$ cat src/rtl/serial_adder_pkg.sv
// Shared types and constants for the bit-serial adder controller.
package serial_adder_pkg;

    localparam int DEFAULT_WIDTH = 8;

    typedef enum logic [1:0] {
        IDLE = 2'd0,
        RUN  = 2'd1,
        DONE = 2'd2
    } state_t;

endpackage

$ cat src/rtl/serial_fa_cell.sv
// Combinational 1-bit full adder built from two half-adder stages and an OR.
module serial_fa_cell (
    input  logic a,
    input  logic b,
    input  logic cin,
    output logic s,
    output logic cout
);

    logic ha0_s;
    logic ha0_c;
    logic ha1_c;

    assign ha0_s = a ^ b;
    assign ha0_c = a & b;
    assign s     = ha0_s ^ cin;
    assign ha1_c = ha0_s & cin;
    assign cout  = ha0_c | ha1_c;

endmodule

$ cat src/rtl/serial_adder_ctrl.sv
// Bit-serial unsigned adder: one bit per clock, LSB first, with an IDLE/RUN/DONE controller.
// Optional two's-complement overflow output enabled by defining SERIAL_ADDER_OVF_EN.
module serial_adder_ctrl
    import serial_adder_pkg::*;
#(
    parameter int WIDTH = DEFAULT_WIDTH
) (
    input  logic             clk,
    input  logic             rst,
    input  logic             start,
    input  logic [WIDTH-1:0] a,
    input  logic [WIDTH-1:0] b,
    output logic             busy,
    output logic             done,
    output logic [WIDTH-1:0] sum,
    output logic             cout
`ifdef SERIAL_ADDER_OVF_EN
    ,
    output logic             ovf
`endif
);

    localparam int CNT_W = $clog2(WIDTH + 1);
    localparam logic [CNT_W-1:0] LAST = CNT_W'(WIDTH - 1);

    state_t           state;
    logic [WIDTH-1:0] a_sh;
    logic [WIDTH-1:0] b_sh;
    logic [WIDTH-1:0] res_sh;
    logic [WIDTH-1:0] res_next;
    logic             carry;
    logic [CNT_W-1:0] cnt;
    logic             fa_sum;
    logic             fa_cout;

    serial_fa_cell u_fa (
        .a    (a_sh[0]),
        .b    (b_sh[0]),
        .cin  (carry),
        .s    (fa_sum),
        .cout (fa_cout)
    );

    // The new sum bit enters at the MSB so that after WIDTH shifts the LSB lands at bit 0.
    always_comb begin
        res_next            = res_sh >> 1;
        res_next[WIDTH-1]   = fa_sum;
    end

    always_ff @(posedge clk or posedge rst) begin
        if (rst) begin
            state  <= IDLE;
            a_sh   <= '0;
            b_sh   <= '0;
            res_sh <= '0;
            carry  <= 1'b0;
            cnt    <= '0;
            busy   <= 1'b0;
            done   <= 1'b0;
            sum    <= '0;
            cout   <= 1'b0;
`ifdef SERIAL_ADDER_OVF_EN
            ovf    <= 1'b0;
`endif
        end else begin
            case (state)
                IDLE: begin
                    if (start) begin
                        a_sh   <= a;
                        b_sh   <= b;
                        res_sh <= '0;
                        carry  <= 1'b0;
                        cnt    <= '0;
                        busy   <= 1'b1;
                        state  <= RUN;
                    end
                end
                RUN: begin
                    a_sh   <= a_sh >> 1;
                    b_sh   <= b_sh >> 1;
                    res_sh <= res_next;
                    carry  <= fa_cout;
                    if (cnt == LAST) begin
                        state <= DONE;
                        done  <= 1'b1;
                        sum   <= res_next;
                        cout  <= fa_cout;
`ifdef SERIAL_ADDER_OVF_EN
                        // carry still holds the carry into the MSB during the last bit
                        ovf   <= carry ^ fa_cout;
`endif
                    end else begin
                        cnt <= cnt + CNT_W'(1);
                    end
                end
                DONE: begin
                    done  <= 1'b0;
                    busy  <= 1'b0;
                    state <= IDLE;
                end
                default: begin
                    state <= IDLE;
                end
            endcase
        end
    end

endmodule

$ cat config.mk
export PLATFORM = sky130hd
export DESIGN_NAME = serial_adder_ctrl
export DESIGN_NICKNAME = d
export VERILOG_FILES = /design/src/rtl/serial_adder_pkg.sv /design/src/rtl/serial_fa_cell.sv /design/src/rtl/serial_adder_ctrl.sv
export SDC_FILE = /design/constraint.sdc
export NUM_CORES = 1
export LEC_CHECK = 0
export CAP_MARGIN = 20
export CORE_AREA = 2 2 55 78
export CTS_CLUSTER_DIAMETER = 60
export DETAILED_ROUTE_END_ITERATION = 8
export DIE_AREA = 0 0 57 80
export PLACE_DENSITY = 0.73
export SLEW_MARGIN = 20
export SYNTH_ARGS = -nofsm -noshare
export SYNTH_HDL_FRONTEND = slang
export SYNTH_SLANG_ARGS = --single-unit
$ cat constraint.sdc
create_clock -name clk -period 1.5 [get_ports clk]
set_input_delay 0.15 -clock clk [delete_from_list [all_inputs] [get_ports clk]]
set_output_delay 0.15 -clock clk [all_outputs]
set_load 0.02 [all_outputs]
=== Word-level counts from Yosys, hierarchy flattened ===
Cells that the tools add are included.

* Register bits after elaboration: 42
* Latch bits: 0
* Memory bits (writable): 0
* Bits in read-only memories: 0
* Input port bits: 19
* Output and inout bits: 11
* Word-level logic and storage cells: 50
* Memories kept: 0

* $add $sub $neg: 1
* $mul: 0
* Div/mod/pow operators: 0
* $lt $le $gt $ge: 0
* Equal/unequal tests: 6
* Shifts and indexed selects: 0
* Multiplexer cells: 18
* Bitwise operators: 5
* Reduce and logical (&&, ||, !) cells: 10

{| class="wikitable"
|+ Operators by type and width
! cell !! number
|-
| one-hot mux 8 bit (2 select lines) || 3
|-
| 2-to-1 mux 8 bit || 3
|-
| AND reduction 2 bit || 5
|-
| 2-to-1 mux 4 bit || 2
|-
| one-hot mux 4 bit (2 select lines) || 1
|-
| != test 2 bit (second input constant) || 3
|-
| one-hot mux 1 bit (2 select lines) || 3
|-
| nonzero test 2 bit || 3
|-
| adder 4 x 1 -> 4 bit (second input constant) || 1
|-
| equality test 4 x 3 -> 1 bit (second input constant) || 1
|-
| 2-to-1 mux 2 bit || 2
|-
| one-hot mux 2 bit (2 select lines) || 1
|-
| 2-to-1 mux 1 bit || 3
|-
| AND reduction 3 bit || 1
|-
| AND 1 bit || 2
|-
| equality test 2 x 1 -> 1 bit (second input constant) || 1
|-
| equality test 2 bit (second input constant) || 1
|-
| zero test 2 bit || 1
|-
| bitwise XOR 1 bit || 2
|-
| bitwise OR 1 bit || 1
|}

=== Longest topological paths before layout ===
Gate-level depths: netlist of the first run.

* Word-level depth: 4
* Depth in mapped cells: 5

=== Hierarchy ===
From an unflattened synthesis of the first run, not the netlist that was laid out.

* Cell total of the unflattened synthesis: 145
* Area, all modules: 1,793.0 sq um

{| class="wikitable"
|+ By module, submodules not included
! module !! times used !! cells each !! area each (sq um) !! sequential area each (sq um)
|-
| serial_adder_ctrl || 1 || 144 || 1,773.0 || 1,026.0
|-
| serial_fa_cell || 1 || 1 || 20.0 || 0.0
|}

=== Worst setup path before layout of the first run ===
Ideal clock, no wire load.

* Kind: register -> register
* Start: register cnt[0]
* End: register cout
* Setup time: 0.125 ns
* Arrival: 1.317 ns
* Data required time: 1.375 ns
* Path slack: 0.058 ns
* Stages on the path, launching flop included: 6
* Cell sequence: dfrtp_1 ha_1 nand3b_1 nor2_2 buf_6 mux2_2

* Longest elaborated chain between the ends: 2

{| class="wikitable"
|+ Ends and longest elaborated chain
! element !! line !! RTL
|-
| start: declaration || serial_adder_ctrl.sv:32 || <nowiki>logic [CNT_W-1:0] cnt;</nowiki>
|-
| start signal: assignment || serial_adder_ctrl.sv:93 || <nowiki>cnt <= cnt + CNT_W'(1);</nowiki>
|-
| equality test 4 x 3 -> 1 bit || serial_adder_ctrl.sv:83 || <nowiki>if (cnt == LAST) begin</nowiki>
|-
| AND reduction 2 bit (no source line) || n/a ||
|-
| end signal: assignment || serial_adder_ctrl.sv:87 || <nowiki>cout <= fa_cout;</nowiki>
|-
| end: declaration || serial_adder_ctrl.sv:16 || <nowiki>output logic cout</nowiki>
|}

No other way between the ends.
A chain may end at the register's enable or synchronous reset.

=== Final worst setup path of the first run ===
* Start: register cnt[0]
* End: register sum[1]

* Longest elaborated chain between the ends: 2

{| class="wikitable"
|+ Ends and longest elaborated chain
! element !! line !! RTL
|-
| equality test 4 x 3 -> 1 bit || serial_adder_ctrl.sv:83 ||
|-
| AND reduction 2 bit (no source line) || n/a ||
|-
| end signal: assignment || serial_adder_ctrl.sv:86 || <nowiki>sum <= res_next;</nowiki>
|-
| end: declaration || serial_adder_ctrl.sv:15 || <nowiki>output logic [WIDTH-1:0] sum,</nowiki>
|}

No other way between the ends.

==> results.json, run 1 <==
{
  "p_leak_nw": 1.02,
  "fin_crit_sh_pct": 93.8,
  "drt-total-wl_um": 3410,
  "r2r-start": "cnt[0]$_DFFE_PP0P_",
  "fin_nets": 205,
  "yosys_warnings": 0,
  "die_area_um2": 4560,
  "cts-buffers-inserted": 5,
  "grt_pass1_vias": 1314,
  "critPathRequiredTime_ps": 1670,
  "drt-pass1-iter-count": 4,
  "setup_ws_ps": 93.0,
  "yosysSeqAreaShare_pct": 58.4,
  "tns_ps": 0,
  "cts_sinks": 41,
  "place_ws_ps": 20.2,
  "dp_hpwl_um": 2410,
  "hold_class": "input pin to asynchronous set/reset pin",
  "via_per_inst": 5.26,
  "antenna_found_initial": 0,
  "period_needed_ps": 1410,
  "fill_cells": 343,
  "status": "finished, final reports clean",
  "rsz0062_at_grt": "true",
  "mostFrequentLayoutCells": "dfrtp_1 (41), clkdlybuf4s50_1 (29), nand2_1 (19)",
  "die_h_um": 80,
  "p_sw_share_pct": 35.7,
  "setup_viol": 0,
  "dpl.cell_count": 218,
  "worstPathArrival_ps": 1580,
  "netlist_area_um2": 1760,
  "grt_max_degree": 42,
  "worstRegToRegCells": 5,
  "worstSetupEndpointType": "register",
  "syn_nets": 165,
  "cts_max_level": 2,
  "power_frac_seq_pct": 40.1,
  "postSynthCellCount": 144,
  "p_int_mw": 3.04,
  "skew_ps": 5.19,
  "crit_fanout": 8,
  "wl_met1_um": 1460,
  "p_per_area_nw_per_um2": 2110,
  "startpoint_type": "register",
  "via_count": 1195,
  "route.met2.wl_um": 1720,
  "relSlewSlack_pct": 82.1,
  "power_frac_comb_pct": 44.9,
  "wl_per_cell_um": 15.0,
  "layout_commonest_cell": "dfrtp_1",
  "diodes": 0,
  "drt_iter0_markers": 46,
  "worst_pin_slew_ps": 268,
  "io_buffers": 29,
  "area_growth_syn_to_layout_pct": 27.3,
  "wl_met3_um": 166,
  "die_width_um": 57,
  "power_frac_clock_pct": 14.9,
  "clock_path_buffers": 2,
  "grt_pass1_wl_um": 6070,
  "final_cells": 227,
  "critical_path_class": "register to register",
  "synth.ff_latch_count": 41,
  "place_congestion": 0.753,
  "cts_hold_buffers": 0,
  "grtUsageTotal_pct": 17.3,
  "drive_above_1_share_pct": 16.8,
  "drc": 0,
  "synth_cell_types": 24,
  "grt_overflow": 0,
  "ant_nets": 0,
  "io_pins": 30,
  "max_freq_mhz": 711,
  "slew_violations": 0,
  "initial_core_util_pct": 45.6,
  "multiInputGateArea_um2": 661,
  "r2r_end": "sum[1]$_DFFE_PP0P_",
  "syn_area_per_cell_um2": 12.2,
  "highest_layer": "met4",
  "rows": 27,
  "insertion_delay_ps": 290,
  "core_area_um2": 3850,
  "regToRegSetupSlack_ps": 90,
  "cts_root_buf": "clkbuf_8",
  "hold_violations": 0,
  "clkTransAtPathRegs_ps": 70,
  "regArea_um2": 1030,
  "ir_drop_v": 0.00125,
  "p_sw_mw": 1.69,
  "cts_tree": "built",
  "maxCapViolCount": 0
}
flip-flops by register name (all words and copies together), names as in the netlist, 2 cells and up:
register and count:
a_sh 8, b_sh 8, sum 8, res_sh 7, cnt 4, state 2
power groups by stage:
stage | clock (mW) | sequential (mW) | combinational [mW]
5_1_grt | 0.779 | 1.97 | 2.36
4_1_cts | 0.740 | 1.91 | 2.12
3_3_place_gp | 0 | 1.90 | 2.00
6_report | 0.707 | 1.90 | 2.12
2_1_floorplan | 0 | 2.01 | 1.31
3_5_place_dp | 0 | 1.93 | 2.07
metrics by stage:
stage                     hold slack [ps]  utilization [%]  area (um^2)  power [mW]
after floorplan                       332                -         1760        3.32
after global placement                467             55.3         2130        3.90
after detailed placement              471             55.3         2130        4.00
after CTS                             214             57.8         2220        4.77
after global routing                  254             58.1         2240        5.10
final                                 216             58.1         2240        4.73
metal layers:
| metal | global-route usage (%) | vias up |
|---|---|---|
| met2 | 28.5 | 31 |
| met1 | 20.9 | 580 |
| met5 | 0 | - |
| met4 | 6.98 | 0 |
| met3 | 5.35 | 7 |
| li1 | - | 577 |
what timing repair did:
action	in CTS	in global routing
pin swaps	0	1
hold endpoints to repair	0	0
buffers inserted	1	1
endpoints found under the setup margin	3	9
gates resized for setup	0	2
worst max-delay path by stage:
stage / start / to / depth (start not counted)
6_report: cnt[0]$_DFFE_PP0P_ / sum[1]$_DFFE_PP0P_ / 5
5_1_grt: cnt[1]$_DFFE_PP0P_ / sum[1]$_DFFE_PP0P_ / 5
4_1_cts: cnt[1]$_DFFE_PP0P_ / sum[1]$_DFFE_PP0P_ / 5
3_5_place_dp: cnt[0]$_DFFE_PP0P_ / sum[1]$_DFFE_PP0P_ / 5
3_3_place_gp: start / a_sh[0]$_DFFE_PP0P_ / 4
2_1_floorplan: cnt[0]$_DFFE_PP0P_ / cout$_DFFE_PP0P_ / 5
cells in the mapped netlist, drive strengths merged:
| library cell | n | area (um^2) |
|---|---|---|
| fa | 1 | 20.0 |
| nor2 | 1 | 6.26 |
| or4 | 1 | 7.51 |
| a22o | 8 | 70.1 |
| inv | 4 | 15.0 |
| buf | 7 | 58.8 |
| dfrtp | 41 | 1030 |
| nand2 | 19 | 71.3 |
| nand3 | 1 | 5.00 |
| clkbuf | 1 | 3.75 |
| a21o | 2 | 15.0 |
| o21bai | 1 | 7.51 |
| mux2i | 16 | 160 |
| nor2b | 4 | 25.0 |
| mux2 | 9 | 101 |
| nand2b | 1 | 8.76 |
| ha | 1 | 12.5 |
| o21ai | 17 | 85.1 |
| a41oi | 1 | 16.3 |
| nand3b | 1 | 7.51 |
| a21oi | 7 | 35.0 |
worst max-delay path, cell delays in order (launching register included):
cell      delay [ps]
dfrtp_1          360
ha_2             180
nand3b_1         110
nor2_2           150
buf_6            160
mux2_2           340
kinds of logic (layout without fill, tap and decap cells):
group / count (synthesis) / count (layout) / synth area share (%)
AOI/OAI and AO/OA: 36 / 36 / 13.0
muxes: 25 / 25 / 14.9
buffers and inverters: 12 / 52 / 4.41
DFF: 41 / 41 / 58.4
and+or+nand+nor: 28 / 28 / 7.47
adders and majority gates: 2 / 2 / 1.85
layout make-up:
class,instances,area share [%]
Timing Repair Buffer,41,17.7
Clock buffer,7,3.86
Tap cell,43,2.40
Sequential cell,41,45.8
Multi-Input combinational cell,91,29.5
Inverter,4,0.671
Power figures use the tool's default switching activity.
==> run 2, diff against run 1 <==
RECOVER_POWER = 100   (was default)
==> run 2 against run 1 <==
  * Register-to-register slack is essentially flat
  * First-iteration DRC count unchanged
  * Largest cell class unchanged
  * Global-route usage is the same
  * Non-clock buffer count stayed put
  * Critical path depth unchanged
  * Critical endpoint unchanged
  * Clock skew about the same
  * Largest power group unchanged
  * Final cell count is the same
  * Hold slack better by 270 ps
  * Highest routed layer unchanged
  * Sequential power is essentially flat
==> results.json, run 2 (synthesis gave the netlist of run 1 again) <==
{
  "setup_viol": 0,
  "die_area_um2": 4560,
  "cts-buffers-inserted": 5,
  "final_util_pct": 57.6,
  "regToRegSetupSlack_ps": 90,
  "maxCapViolCount": 0,
  "r2r-start": "cnt[0]$_DFFE_PP0P_",
  "fin_crit_sh_pct": 93.9,
  "wl_per_cell_um": 15.0,
  "place_congestion": 0.753,
  "initial_core_util_pct": 45.6,
  "drc": 0,
  "hold_class": "register to register",
  "cts_tree": "built",
  "area_growth_syn_to_layout_pct": 26.3,
  "antenna_found_initial": 0,
  "final_cell_area_um2": 2220,
  "top_regs": "a_sh (8), b_sh (8), sum (8)",
  "grt_pass1_wl_um": 6070,
  "grtUsageTotal_pct": 17.3,
  "ir_drop_v": 0.00125,
  "status": "finished, final reports clean",
  "die_h_um": 80,
  "core_area_um2": 3850,
  "place_area_um2": 2130,
  "clock_path_buffers": 2,
  "crit_fanout": 8,
  "hold_violations": 0,
  "ant_nets": 0,
  "critPathRequiredTime_ps": 1670,
  "mostFrequentLayoutCells": "dfrtp_1 (41), clkdlybuf4s50_1 (28), nand2_1 (19)",
  "r2r_end": "sum[1]$_DFFE_PP0P_",
  "startpoint_type": "register",
  "fin_nets": 205,
  "via_per_inst": 5.27,
  "rsz0062_at_grt": "true",
  "final_cells": 227,
  "relSlewSlack_pct": 32.3,
  "io_pins": 30,
  "critical_path_class": "register to register",
  "clkTransAtPathRegs_ps": 70,
  "worst_pin_slew_ps": 1010,
  "endpoint": "sum[1]$_DFFE_PP0P_",
  "p_per_area_nw_per_um2": 2130,
  "slew_violations": 0,
  "grt_max_degree": 42,
  "rows": 27,
  "dpl.cell_count": 218,
  "insertion_delay_ps": 290,
  "max_freq_mhz": 710,
  "period_needed_ps": 1410,
  "drt-total-wl_um": 3410,
  "worstSetupEndpointType": "register",
  "worstPathArrival_ps": 1580,
  "cts_root_buf": "clkbuf_8",
  "worstRegToRegCells": 5,
  "drt-pass1-iter-count": 4,
  "grt_overflow": 0,
  "layout_commonest_cell": "dfrtp_1",
  "cts_max_level": 2,
  "skew_ps": 5.21,
  "startpoint": "cnt[0]$_DFFE_PP0P_",
  "power_mw": 4.72,
  "io_buffers": 29,
  "tns_ps": 0,
  "dp_hpwl_um": 2410,
  "drive_above_1_share_pct": 16.3,
  "cts_sinks": 41,
  "diodes": 0,
  "via_count": 1197,
  "p_leak_nw": 1.01,
  "grt_pass1_vias": 1314,
  "drt_iter0_markers": 46,
  "die_width_um": 57
}
[run 2: final cells by class]
type	count	area (um^2)
fill	347	1630
sequential	41	1030
multi-input combinational	91	661
timing repair buffer	41	378
clock buffer	7	86.3
tap	43	53.8
inverter	4	15.0
[run 2: through the flow]
stage	hold slack (ps)	setup slack, ps
after floorplan	332	58.3
after detailed placement	471	20.2
final	486	92.2
after global routing	517	0.0854
after global placement	467	98.1
after CTS	214	28.8
[run 2: worst max-delay path, stage by stage, from the launching register on]
cell      delay [ps]
dfrtp_1          360
ha_2             180
nand3b_1         110
nor2_2           150
buf_6            160
mux2_2           340
[run 2: worst min-delay path by stage]
stage / from / end / slack [ps] / depth (start not counted)
finish: b_sh[1]$_DFFE_PP0P_ / b_sh[1]$_DFFE_PP0P_ / 490 / 2
global route: b_sh[1]$_DFFE_PP0P_ / b_sh[1]$_DFFE_PP0P_ / 520 / 2
CTS: rst / b_sh[4]$_DFFE_PP0P_ / 210 / 3
detailed placement: b_sh[1]$_DFFE_PP0P_ / b_sh[1]$_DFFE_PP0P_ / 470 / 2
global placement: b_sh[5]$_DFFE_PP0P_ / b_sh[5]$_DFFE_PP0P_ / 470 / 2
floorplan: start / busy$_DFFE_PP0P_ / 330 / 2
[run 2: repair_timing]
item                                    in CTS  in global routing
endpoints found under the setup margin       3                  9
setup buffers                                1                  1
pin swaps                                    0                  1
gates resized for setup                      0                  2
hold buffers                                 0                  0
hold endpoints to repair                     0                  0
[run 2: power by group]
group	internal, mW	leakage, nW	switching (mW)
clock network	0.365	0.0443	0.342
registers	1.59	0.517	0.308
logic	1.08	0.445	1.04
[run 2: layer usage]
layer / share of wire (%) / track usage (%) / vias to the layer above / wire length (um)
met2: 50 / 28.5 / 32 / 1720
met1: 43 / 20.9 / 580 / 1450
met3: 5.1 / 5.35 / 7 / 175
met5: 0 / 0 / - / 0
li1: - / - / 578 / -
met4: 1.8 / 6.98 / 0 / 60
==> run 3, diff against run 2 <==
CORE_AREA = 2 2 53 74   (was 2 2 55 78)
DIE_AREA = 0 0 55 76   (was 0 0 57 80)
PLACE_DENSITY = 0.76   (was 0.73)
clock period = 1.4 ns   (was 1.5 ns; I/O delays follow)
==> run 3 against run 2 <==
  * Final cell count up 2.2%
  * Critical path depth unchanged
  * Non-clock buffer count up 5
  * Routed wire length up 3.6%
  * Critical endpoint unchanged
  * Critical path type unchanged
  * Fmax down 2.2%
  * Via count up 4.3%
  * Highest routed layer unchanged
  * Sequential power up 7%
  * Core utilization up 6.4 points
  * Global-route usage up 2.0 points
  * Flip-flop and latch count unchanged
  * Clock skew down 0.71 ps
  * The flow now finishes with violations (setup timing)
  * Worst setup slack worse by 130 ps
==> results.json, run 3 (synthesis gave the netlist of run 1 again) <==
{
  "status": "complete, but fails checks",
  "violations": "setup timing",
  "io_pins": 30,
  "worstPathArrival_ps": 1610,
  "p_leak_nw": 1.07,
  "drt-total-wl_um": 3530,
  "max_stage_delay_ps": 410,
  "insertion_delay_ps": 290,
  "drt_iter0_markers": 15,
  "mostFrequentLayoutCells": "dfrtp_1 (41), nand2_1 (19), clkdlybuf4s50_1 (17)",
  "drive_above_1_share_pct": 19.5,
  "io_buffers": 29,
  "hold_class": "input pin to register",
  "rows": 26,
  "drt-pass1-iter-count": 4,
  "fill_cells": 308,
  "grt_overflow": 0,
  "power_frac_comb_pct": 43.7,
  "cts_sinks": 41,
  "r2r_end": "sum[1]$_DFFE_PP0P_",
  "p_sw_share_pct": 35.2,
  "critPathRequiredTime_ps": 1570,
  "cp_slowest_cell": "dfrtp_1",
  "setup_viol": 9,
  "ir_drop_v": 0.00133,
  "startpoint": "cnt[1]$_DFFE_PP0P_",
  "cts_root_buf": "clkbuf_8",
  "maxCapViolCount": 0,
  "place_ws_ps": -54.7,
  "die_area_um2": 4180,
  "worstSetupEndpointType": "register",
  "startpoint_type": "register",
  "top_regs": "a_sh (8), b_sh (8), sum (8)",
  "antenna_found_initial": 0,
  "p_per_area_nw_per_um2": 2330,
  "die_width_um": 55,
  "via_count": 1248,
  "hold_path_end": "a_sh[7]$_DFFE_PP0P_",
  "critical_path_class": "register to register",
  "r2r-start": "cnt[1]$_DFFE_PP0P_",
  "place_area_um2": 2190,
  "diodes": 0,
  "crit_fanout": 5,
  "grt_max_degree": 42,
  "hold_violations": 0,
  "fin_nets": 210,
  "period_needed_ps": 1440,
  "relSlewSlack_pct": 35.5,
  "power_frac_clock_pct": 18.1,
  "holdPathStages": 3,
  "slew_violations": 0,
  "area_growth_syn_to_layout_pct": 30.4,
  "via_per_inst": 5.38,
  "cts_max_level": 2,
  "skew_ps": 4.50,
  "holdWs_ps": 468,
  "die_h_um": 76,
  "grt_pass1_wl_um": 5870,
  "clkTransAtPathRegs_ps": 70,
  "grtUsageTotal_pct": 19.3,
  "drc": 0,
  "fin_crit_sh_pct": 103,
  "cts-buffers-inserted": 5,
  "ant_nets": 0,
  "initial_core_util_pct": 49.1,
  "clock_path_buffers": 2,
  "p_sw_mw": 1.88,
  "max_freq_mhz": 695,
  "p_int_mw": 3.46,
  "core_area_um2": 3580,
  "rsz0062_at_grt": "true",
  "setup_ws_ps": -39.4,
  "grt_pass1_vias": 1338,
  "power_mw": 5.33,
  "worstRegToRegCells": 5,
  "power_frac_seq_pct": 38.2,
  "regToRegSetupSlack_ps": -40,
  "final_cell_area_um2": 2290,
  "wl_per_cell_um": 15.2,
  "crit_chain": "ha_4, nand3b_1, nor2_2, buf_6, mux2_4",
  "cts_tree": "built",
  "final_util_pct": 64.1,
  "dp_hpwl_um": 2590,
  "worst_pin_slew_ps": 968,
  "place_congestion": 0.726,
  "layout_commonest_cell": "dfrtp_1",
  "hp-start": "a[7]"
}
## run 3: changes by cell type in the layout (fill, tap and decap cells not counted), sizes merged
cell	before	now
bufinv	0	1
dlygate4sd2	0	5
clkdlybuf4s50	28	17
buf	10	12
clkbuf	9	18
## run 3: cell type report
| class | instances | area, um^2 | share of cell area, % |
|---|---|---|---|
| Multi-Input combinational cell | 91 | 704 | 30.7 |
| Timing Repair Buffer | 46 | 378 | 16.5 |
| Inverter | 4 | 15.0 | 0.655 |
| Tap cell | 42 | 52.6 | 2.29 |
| Clock buffer | 7 | 86.3 | 3.77 |
| Sequential cell | 41 | 1030 | 44.8 |
| Clock inverter | 1 | 30.0 | 1.31 |
## run 3: per-layer routing
layer / GRT usage [%] / part of all wire (%) / vias up
met5: 0 / 0 / -
met4: 6.59 / 1.2 / 0
met3: 5.49 / 4.0 / 4
met2: 32.7 / 54 / 22
met1: 22.1 / 40 / 634
li1: - / - / 588
## run 3: through the flow
step                cells  setup TNS, ps
finish                232           -275
global route          232           -881
CTS                   231           -167
detailed placement    222           -370
global placement      222              0
floorplan             144              0
## run 3: timing repair
item / CTS / global route
hold buffers: 0 / 0
buffers inserted: 0 / 1
setup endpoints to repair: 15 / 16
cloned: 1 / 0
resized for setup: 14 / 10
pin swaps: 2 / 3
## run 3: power by group through the flow
| stage | Clock [mW] | Sequential, mW | Combinational, mW |
|---|---|---|---|
| final | 0.966 | 2.04 | 2.33 |
| after global routing | 1.03 | 2.11 | 2.56 |
| after CTS | 0.986 | 2.04 | 2.45 |
| after detailed placement | 0 | 2.06 | 2.41 |
| after global placement | 0 | 2.02 | 2.29 |
| after floorplan | 0 | 2.16 | 1.42 |
## run 3: worst max path at each step
stage,endpoint,cells past startpoint
6_report,sum[1]$_DFFE_PP0P_,5
5_1_grt,sum[1]$_DFFE_PP0P_,5
4_1_cts,sum[0]$_DFFE_PP0P_,5
3_5_place_dp,sum[1]$_DFFE_PP0P_,5
3_3_place_gp,sum[0]$_DFFE_PP0P_,5
2_1_floorplan,cout$_DFFE_PP0P_,5
## run 3: critical path, delay by kind of cell, from the launching register on
family | cells | cell delay, ps
buf+inv | 1 | 160
mux | 1 | 300
flops | 1 | 410
simple gates | 2 | 300
fa+ha+maj | 1 | 150
